`src/rtl/operand_capture_if.sv`:
```
// Operand-capture bus: the switch byte and raw buttons going in, and the assembled
// operand with its status going out.
interface operand_capture_if #(
  parameter int WIDTH = 16
) ();
  logic [7:0]       sw;
  logic             btn_load;
  logic             btn_clear;
  logic [WIDTH-1:0] operand;
  logic             operand_valid;
  logic             byte_ptr;
  logic             have_operand;

  modport master (
    output sw, btn_load, btn_clear,
    input  operand, operand_valid, byte_ptr, have_operand
  );

  modport slave (
    input  sw, btn_load, btn_clear,
    output operand, operand_valid, byte_ptr, have_operand
  );
endinterface

```
`src/rtl/operand_capture.sv`:
```
// Assembles a two-byte operand from a switch bank using two debounced load presses;
// a debounced clear press abandons a half-built operand.
module operand_capture #(
  parameter int WIDTH           = 16,
  parameter int DEBOUNCE_CYCLES = 1_000_000,
  parameter int CNT_W           = 20
) (
  input  logic               clk,
  input  logic               rst,
  operand_capture_if.slave   bus
);

  localparam logic [0:0]       WAIT_LO = 1'b0;
  localparam logic [0:0]       WAIT_HI = 1'b1;
  localparam logic [CNT_W-1:0] TERM    = CNT_W'(DEBOUNCE_CYCLES - 1);

  // Button index 0 = load, 1 = clear.
  logic [1:0]       raw;
  logic [1:0]       s1;
  logic [1:0]       s2;
  logic [1:0]       db_level;
  logic [1:0]       db_level_d;
  logic [1:0]       armed;
  logic [1:0]       sync_vld;
  logic [CNT_W-1:0] cnt [2];
  logic [1:0]       pulse;
  logic             load_pulse;
  logic             clear_pulse;

  logic [0:0]       state;
  logic [7:0]       lo_reg;
  logic [WIDTH-1:0] operand_r;
  logic             operand_valid_r;
  logic             have_operand_r;

  assign raw = {bus.btn_clear, bus.btn_load};

  // Synchronize, debounce and arm each button. A button only becomes armed once a
  // genuinely synchronized low level is seen, so a press held through reset cannot
  // produce an edge until it is released and pressed again.
  always_ff @(posedge clk) begin
    if (rst) begin
      s1         <= '0;
      s2         <= '0;
      db_level   <= '0;
      db_level_d <= '0;
      armed      <= '0;
      sync_vld   <= '0;
      for (int i = 0; i < 2; i++) cnt[i] <= '0;
    end else begin
      s1         <= raw;
      s2         <= s1;
      db_level_d <= db_level;
      sync_vld   <= {sync_vld[0], 1'b1};
      for (int i = 0; i < 2; i++) begin
        if (s2[i] == db_level[i]) begin
          cnt[i] <= '0;
        end else if (cnt[i] == TERM) begin
          db_level[i] <= s2[i];
          cnt[i]      <= '0;
        end else begin
          cnt[i] <= cnt[i] + 1'b1;
        end
        if (sync_vld[1] && !s2[i] && !db_level[i]) armed[i] <= 1'b1;
      end
    end
  end

  assign pulse       = db_level & ~db_level_d & armed;
  assign load_pulse  = pulse[0];
  assign clear_pulse = pulse[1];

  // Capture FSM; clear takes priority over a coincident load.
  always_ff @(posedge clk) begin
    if (rst) begin
      state           <= WAIT_LO;
      lo_reg          <= '0;
      operand_r       <= '0;
      operand_valid_r <= 1'b0;
      have_operand_r  <= 1'b0;
    end else begin
      operand_valid_r <= 1'b0;
      if (clear_pulse) begin
        state  <= WAIT_LO;
        lo_reg <= '0;
      end else if (load_pulse) begin
        if (state == WAIT_LO) begin
          lo_reg <= bus.sw;
          state  <= WAIT_HI;
        end else begin
          operand_r       <= WIDTH'({bus.sw, lo_reg});
          operand_valid_r <= 1'b1;
          have_operand_r  <= 1'b1;
          state           <= WAIT_LO;
        end
      end
    end
  end

  assign bus.operand       = operand_r;
  assign bus.operand_valid = operand_valid_r;
  assign bus.byte_ptr      = (state == WAIT_HI);
  assign bus.have_operand  = have_operand_r;

endmodule
```
`src/flat_wrapper.sv`:
```
// flat-port wrapper written by rule: the top's interface ports become plain ports
module operand_capture_flat 
#(
  parameter int WIDTH           = 16,
  parameter int DEBOUNCE_CYCLES = 1_000_000,
  parameter int CNT_W           = 20
)
  (clk, rst, bus_sw, bus_btn_load, bus_btn_clear, bus_operand, bus_operand_valid, bus_byte_ptr, bus_have_operand);
  operand_capture_if #(.WIDTH(WIDTH)) bus_i ();
  input  logic clk;
  input  logic rst;
  input wire logic [$bits(bus_i.sw)-1:0] bus_sw;
  input wire logic [$bits(bus_i.btn_load)-1:0] bus_btn_load;
  input wire logic [$bits(bus_i.btn_clear)-1:0] bus_btn_clear;
  output wire logic [$bits(bus_i.operand)-1:0] bus_operand;
  output wire logic [$bits(bus_i.operand_valid)-1:0] bus_operand_valid;
  output wire logic [$bits(bus_i.byte_ptr)-1:0] bus_byte_ptr;
  output wire logic [$bits(bus_i.have_operand)-1:0] bus_have_operand;
  assign bus_i.sw = bus_sw;
  assign bus_i.btn_load = bus_btn_load;
  assign bus_i.btn_clear = bus_btn_clear;
  assign bus_operand = bus_i.operand;
  assign bus_operand_valid = bus_i.operand_valid;
  assign bus_byte_ptr = bus_i.byte_ptr;
  assign bus_have_operand = bus_i.have_operand;
  operand_capture #(.WIDTH(WIDTH), .DEBOUNCE_CYCLES(DEBOUNCE_CYCLES), .CNT_W(CNT_W)) u_core (.clk(clk), .rst(rst), .bus(bus_i));
endmodule
```
`config.mk`:
```
export PLATFORM = sky130hd
export DESIGN_NAME = operand_capture_flat
export DESIGN_NICKNAME = d
export VERILOG_FILES = /design/src/rtl/operand_capture_if.sv /design/src/rtl/operand_capture.sv /design/src/flat_wrapper.sv
export SDC_FILE = /design/constraint.sdc
export NUM_CORES = 1
export LEC_CHECK = 0
export BUFFER_PORTS_ARGS = -buffer_cell sky130_fd_sc_hd__clkbuf_2
export CORE_ASPECT_RATIO = 0.5
export CORE_MARGIN = 1
export CORE_UTILIZATION = 30
export DETAILED_ROUTE_END_ITERATION = 8
export PLACE_DENSITY_LB_ADDON = 0.15
export SLEW_MARGIN = 10
export SYNTH_ARGS = -nofsm -noshare
export SYNTH_HDL_FRONTEND = slang
export SYNTH_SLANG_ARGS = --single-unit
```
`constraint.sdc`:
```
create_clock -name clk -period 3.85 [get_ports clk]
set_clock_uncertainty 0.2 [all_clocks]
set_input_delay 0 -clock clk [delete_from_list [all_inputs] [get_ports clk]]
set_output_delay 0 -clock clk [all_outputs]
set_load 0.05 [all_outputs]
```
==> key figures, run 1 <==
Logic synthesis
  • Avg Inst Size Synth: between 9 and 10 um2
  • Ys async rst share: 0%
  • Yosys warns: 0
  • Synthesized flop and latch total: 79
  • Post-Syn Area: 3490 um2
  • Top flip-flop cell by instance count after synthesis: edfxtp_1
  • Post-synth EDFFs: 40
  • Seq/Total Area, Yosys: 56.8%
  • Cell variety after synth: 35
  • Mapped Cells: 363

Timing
  • Max-slew violations: 0
  • Final period util: 60.2%
  • Final worst path period need: around 2.3 ns
  • Hold Fails Final Rpt: 0
  • Worst-margin pin slew: 0.675 ns
  • Setup TNS: 0 ns
  • Setup violators final: 0
  • RSZ-0062 raised after global routing: false
  • Slew margin rel.: between 50% and 60%
  • Max Clock Freq: between 400 and 500 MHz

Clock tree
  • CTS tree: done
  • CTS H-tree depth: 3
  • Total CTS buffers: 9
  • Setup bufs post-CTS: 0
  • Clk sinks: 79
  • Clock Pin Slew Worst Setup and Hold Paths: 0.06 ns
  • Clock Latency Late Sink: 0.33 ns
  • CTS Root Cell: clkbuf_16
  • Max clock buf depth: 2

Setup path
  • Critical Path Max Stage Delay: 0.60 ns
  • Worst Path Max Fanout: 6
  • Critical path's slowest cell: or4_4
  • Startpoint Class: register
  • CP required: 3.84 ns
  • CP Capture Type: register
  • FF-to-FF setup slack: 1.53 ns
  • Critical path class: reg -> reg
  • CP cell instances: ha_1, nand3_1, or4_4, or4_1, a21oi_1
  • Arrival @ worst endpoint: around 2.3 ns

Cells and area
  • Area occupied by registers: ~2000 um2
  • Nets: 457
  • Syn-to-layout area delta: 24.7%
  • Layout cell share with drive strength beyond 1: 11.6%
  • Final instance area: 4350 um2
  • Commonest non-fill, non-tap cell in the layout: nand2_1
  • Area of the multi-input gates: 1570 um2
  • Max FFs per register: 40
  • Fillers: 1151
  • # diodes: 0
  • Commonest non-fill, non-tap cells in the layout: 63 x nand2_1, 41 x a21oi_1, 40 x edfxtp_1, 40 x conb_1, 39 x dfxtp_1

Placement
  • Final HPWL DP: 4.71 mm
  • Global placement routability congestion: approximately 0.70
  • Port buffer count: 30
  • DP Area: 3950 um2

Power
  • Pwr per Cell Area: 424 nW/um2
  • Lkg Pwr: 1.56 nW
  • Maximum vdd drop: 0.000187 V
  • Tot Pwr: 1.84 mW

Route
  • 1st-iter DRT viols: 63
  • Via/cell ratio: about 4.4
  • DR vias: 2635
  • Wirelength per Cell: 11.6 um
  • First-pass iteration count of the detailed router: 4
  • Drt drc: 0
  • Final wirelength: 6.85 mm
  • DRT antenna net count: 0

Die
  • DIE HEIGHT: roughly 78 um
  • Num ports: 31
  • Die Area: 12100 um2
  • Die width: ~150 um
  • Rows: 27
  • Core area: 11100 um2
  • Initial core utilization: a little under a third

Global route
  • Vias in the first global route: 2486
  • Initial antenna violation count: 0
  • Grt ovf: 0
  • First-pass GRT wire length: 11.6 mm
  • Total track usage: 12.3%
  • Largest net degree at the start of global routing: 33

Min path
  • Worst hold path type: in -> reg

Flow run
  • MaxCap Viol Count: 0

Outcome
  • Outcome: completed
-- cell families after synthesis --
kind of cell               Yosys count  synth area share [%]
and+or+nand+nor                    175                  24.9
xor gates and xnor gates            26                  6.52
AOI/OAI and AO/OA                   58                  8.60
other                                1                 0.107
DFF                                 79                  56.8
buffers and inverters               22                  2.36
adders and majority gates            2                 0.716
-- synth_stat cells (2+ instances only) --
master | count | area [um2]
xor2_1 | 12 | 105
inv_1 | 8 | 30.0
dfxtp_1 | 39 | 781
edfxtp_1 | 40 | 1200
nand4b_1 | 3 | 26.3
o31ai_1 | 3 | 22.5
clkbuf_1 | 14 | 52.6
nor2b_1 | 9 | 56.3
nand3b_1 | 2 | 15.0
nand4_1 | 9 | 56.3
nor3_1 | 6 | 30.0
or3_1 | 9 | 56.3
and4_1 | 2 | 17.5
nand2_1 | 63 | 236
and3_1 | 5 | 31.3
o21ai_1 | 2 | 10.0
o21ai_0 | 11 | 55.1
xnor2_1 | 14 | 123
and2_1 | 3 | 18.8
or4_1 | 4 | 30.0
nor4_1 | 3 | 18.8
nand3_1 | 12 | 60.1
nor4b_1 | 2 | 17.5
a21oi_1 | 41 | 205
nor2_1 | 36 | 135
ha_1 | 2 | 25.0
-- where the power goes --
group          total (mW)  internal [mW]  switching [mW]
logic              0.0637         0.0282          0.0355
registers           0.927          0.906          0.0209
clock network       0.853          0.527           0.326
total                1.84           1.46           0.382
-- path summary, 6_finish.rpt --
| check | from | end | cells after the start |
|---|---|---|---|
| max reg2reg | u_core.cnt[1][0] | u_core.cnt[1][18] | 5 |
| min | rst | u_core.armed[0] | 2 |
| max | u_core.cnt[1][0] | u_core.cnt[1][18] | 5 |
| min reg2reg | u_core.s1[0] | u_core.s2[0] | 1 |
-- worst max-delay path: cells and delay by family (launching register included) --
family / cells / cell delay [ns]
simple gates: 3 / 1.23
flops: 1 / 0.37
fa+ha+maj: 1 / 0.24
compound gates: 1 / 0.14
-- through the flow --
step                      setup slack [ns]  hold slack, ns  util, %  instances
after floorplan                       1.67          -0.111        -        402
after global placement                1.56          0.0123     35.4        567
after detailed placement              1.54          0.0159     35.4        567
after CTS                             1.51           0.116     39.0        593
after global routing                  1.43           0.126     39.0        593
final                                 1.53          0.0959     39.0        593
-- final cells by class --
class	instances	share of cell area (%)
clock inverter	2	0.230
inverter	8	0.690
clock buffer	14	6.78
multi-input combinational	301	36.2
tap	145	4.17
timing repair buffer	44	6.44
sequential	79	45.5
-- metal layers --
layer / wire length (um) / global-route usage (%) / vias to the layer above / share of wire (%)
li1: - / - / 1394 / -
met5: 0 / 0 / - / 0
met1: 3310 / 14.5 / 1217 / 48
met3: 220 / 4.97 / 5 / 3.2
met2: 3250 / 20.7 / 19 / 47
met4: 69 / 3.56 / 0 / 1.0
-- repair_timing --
| action | 4_1_cts | 5_1_grt |
|---|---|---|
| hold endpoints to repair | 18 | 0 |
| gates resized for setup | 0 | 0 |
| hold buffers | 10 | 0 |
(Power assumes the default switching activity.)
==> run 2: changes to the inputs <==
==> constraint.sdc (replaced) <==
create_clock -name clk -period 2 [get_ports clk]
set_clock_uncertainty 0.2 [all_clocks]
set_input_delay 0 -clock clk [delete_from_list [all_inputs] [get_ports clk]]
set_output_delay 0 -clock clk [all_outputs]
set_load 0.05 [all_outputs]
==> run 2 against run 1 <==
The flow now finishes with violations (setup timing). Combinational power grew to 2.8 times the previous value. Fmax increased by 12%. Clock power rose by 97%. Critical path depth is the same. Sequential share of layout area down 4.2 points.
==> key figures, run 2 (synthesized netlist as in run 1, its figures left out) <==
Timing
  • Slew margin rel.: 66.1% (was 55.0%)
  • Max Clock Freq: 485 MHz (was 431 MHz)
  • Setup violators final: 1 (was 0)
  • Fin worst setup slack: -0.0635 ns (was 1.53 ns)
  • Worst-margin pin slew: 0.504 ns (was 0.675 ns)
  • Max-slew violations: 0 (unchanged)
  • RSZ-0062 raised after global routing: true (was false)
  • Final worst path period need: 2.06 ns (was 2.32 ns)
  • Hold Fails Final Rpt: 0 (unchanged)
  • Final period util: 103% (was 60.2%)
  • Worst Hold Margin: 0.235 ns (was 0.0959 ns)
  • Setup TNS: -0.0635 ns (was 0 ns)

Setup path
  • Worst Path Max Fanout: 6 (unchanged)
  • Startpoint Class: register (unchanged)
  • CP required: 2.00 ns (was 3.84 ns)
  • FF-to-FF setup slack: -0.06 ns (was 1.53 ns)
  • FF-to-FF path depth: 5 (unchanged)
  • Arrival @ worst endpoint: 2.06 ns (was 2.31 ns)
  • Critical path class: reg -> reg (unchanged)
  • Critical Path Max Stage Delay: 0.53 ns (was 0.60 ns)
  • RR Endpoint: u_core.cnt[1][18] (unchanged)
  • Critical path's slowest cell: or4_4 (unchanged)
  • CP Capture Type: register (unchanged)
  • CP cell instances: ha_4, nand3_2, or4_4, or4_4, a21oi_2 (was ha_1, nand3_1, or4_4, or4_1, a21oi_1)
  • CP dominant cell by count: or4_4
  • Crit path launch: u_core.cnt[1][0] (unchanged)
  • Worst R2R Start: u_core.cnt[1][0] (unchanged)
  • Crit path capture: u_core.cnt[1][18] (unchanged)

Cells and area
  • Commonest non-fill, non-tap cell in the layout: nand2_1 (unchanged)
  • Syn-to-layout area delta: 37.4% (was 24.7%)
  • Nets: 500 (was 457)
  • # diodes: 0 (unchanged)
  • Max FFs per register: 40 (unchanged)
  • Fillers: 1128 (was 1151)
  • Final core utilization: 43.0% (was 39.0%)
  • Area of the multi-input gates: 1660 um2 (was 1570 um2)
  • Layout cell share with drive strength beyond 1: 22.2% (was 11.6%)
  • Commonest non-fill, non-tap cells in the layout: 63 x nand2_1, 41 x buf_4, 40 x edfxtp_1, 40 x conb_1, 39 x dfxtp_1 (was 63 x nand2_1, 41 x a21oi_1, 40 x edfxtp_1, 40 x conb_1, 39 x dfxtp_1)
  • Area occupied by registers: 1980 um2 (unchanged)
  • Finished Layout Cells: 636 (was 593)
  • Final instance area: 4800 um2 (was 4350 um2)

Route
  • Via/cell ratio: 4.46 (was 4.44)
  • DRT antenna net count: 0 (unchanged)
  • DR vias: 2838 (was 2635)
  • 1st-iter DRT viols: 123 (was 63)
  • Drt drc: 0 (unchanged)
  • Wirelength per Cell: 11.9 um (was 11.6 um)
  • First-pass iteration count of the detailed router: 4 (unchanged)
  • Final wirelength: 7.58 mm (was 6.85 mm)

Global route
  • Initial antenna violation count: 0 (unchanged)
  • Met3 usage: 4.86% (was 4.97%)
  • GR met2 Demand/Resource: 23.9% (was 20.7%)
  • Routing usage on met1: 15.8% (was 14.5%)
  • First-pass GRT wire length: 12.9 mm (was 11.6 mm)
  • Grt ovf: 0 (unchanged)
  • Vias in the first global route: 2770 (was 2486)
  • Largest net degree at the start of global routing: 20 (was 33)
  • Total track usage: 13.7% (was 12.3%)
  • GR peak layer: met2 (unchanged)

Placement
  • Pre-CTS WS: -0.0696 ns (was 1.54 ns)
  • Port buffer count: 30 (unchanged)
  • Placed cells: 596 (was 567)
  • DP Area: 4220 um2 (was 3950 um2)
  • Final HPWL DP: 5.19 mm (was 4.71 mm)
  • Global placement routability congestion: 0.728 (was 0.701)

Min path
  • Worst hold path type: reg -> reg (was in -> reg)
  • Hold wc startpoint: u_core.s1[1] (was rst)
  • Hold path cells: 1 (was 2)

Outcome
  • Violated checks: setup timing
  • Outcome: complete, but fails checks (was completed)

Die
  • Die width: 155 um (unchanged)
  • Initial core utilization: 31.3% (unchanged)
  • Core area: 11100 um2 (unchanged)
  • Die Area: 12100 um2 (unchanged)
  • Num ports: 31 (unchanged)
  • Rows: 27 (unchanged)
  • DIE HEIGHT: 78.3 um (unchanged)

Clock tree
  • CTS Root Cell: clkbuf_16 (unchanged)
  • Clock Latency Late Sink: 0.33 ns (about the same)
  • Max clock buf depth: 2 (unchanged)
  • CTS tree: done (unchanged)
  • CTS H-tree depth: 3 (unchanged)
  • Total CTS buffers: 9 (unchanged)
  • Clk sinks: 79 (unchanged)
  • Clock Pin Slew Worst Setup and Hold Paths: 0.06 ns (about the same)

Power
  • Part of the power in the clock network: 46.2% (was 46.3%)
  • Maximum vdd drop: 0.000328 V (was 0.000187 V)
  • Combinational group share of total power: 4.9% (was 3.5%)
  • Net Sw Frac: 21.1% (was 20.7%)
  • Pwr per Cell Area: 759 nW/um2 (was 424 nW/um2)
  • Cell internal pwr: 2.87 mW (was 1.46 mW)
  • P_sw: 0.766 mW (was 0.382 mW)
  • Register share of total power: 48.9% (was 50.3%)
  • Tot Pwr: 3.64 mW (was 1.84 mW)
  • Lkg Pwr: 1.80 nW (was 1.56 nW)

Flow run
  • MaxCap Viol Count: 0 (unchanged)
[run 2: cell types whose count changed in the layout (fill, tap and decap cells not counted), moves of 3 or more]
| cell | delta |
|---|---|
| buf_4 | +37 |
| a21oi_1 | -5 |
| a21oi_2 | +5 |
| clkbuf_8 | -3 |
| dlygate4sd3_1 | +3 |
[run 2: metal layers]
| layer | wire length [um] | share of wire (%) |
|---|---|---|
| met1 | 3430 | 45 |
| met2 | 3800 | 50 |
| met3 | 248 | 3.3 |
| met4 | 97 | 1.3 |
| met5 | 0 | 0 |
[run 2: critical path: cells and delay by family, from the launching register on]
family	cells	cell delay [ns]
adder cells (fa/ha/maj)	1	0.16
flip-flops	1	0.42
AO/OA/AOI/OAI	1	0.12
AND/OR/NAND/NOR	3	1.02
[run 2: power groups by stage]
| stage | Clock, mW | Combinational (mW) | Sequential (mW) |
|---|---|---|---|
| global route | 1.81 | 0.199 | 1.79 |
| global placement | 0 | 0.143 | 1.81 |
| CTS | 1.74 | 0.167 | 1.78 |
| finish | 1.68 | 0.177 | 1.78 |
| detailed placement | 0 | 0.143 | 1.82 |
| floorplan | 0 | 0.0793 | 1.81 |
[run 2: cell type report]
| cell class | count | area share [%] |
|---|---|---|
| clock buffer | 11 | 5.29 |
| inverter | 8 | 0.626 |
| clock inverter | 5 | 1.10 |
| multi-input combinational | 301 | 34.6 |
| tap | 145 | 3.78 |
| sequential | 79 | 41.3 |
| timing repair buffer | 87 | 13.3 |
[run 2: worst min path at each step]
stage	endpoint	slack, ns
after floorplan	u_core.sync_vld[0]	-0.11
after detailed placement	u_core.s1[1]	0.02
final	u_core.s2[1]	0.24
after global routing	u_core.bus.operand[14]	0.25
after CTS	u_core.s2[1]	0.24
after global placement	u_core.s1[1]	0.01
[run 2: repair_timing]
item / in CTS / in global routing
hold endpoints to repair: 27 / 0
resized for setup: 1 / 12
pin swaps: 3 / 9
hold buffers: 13 / 0
buffers inserted: 3 / 8
endpoints found under the setup margin: 5 / 38
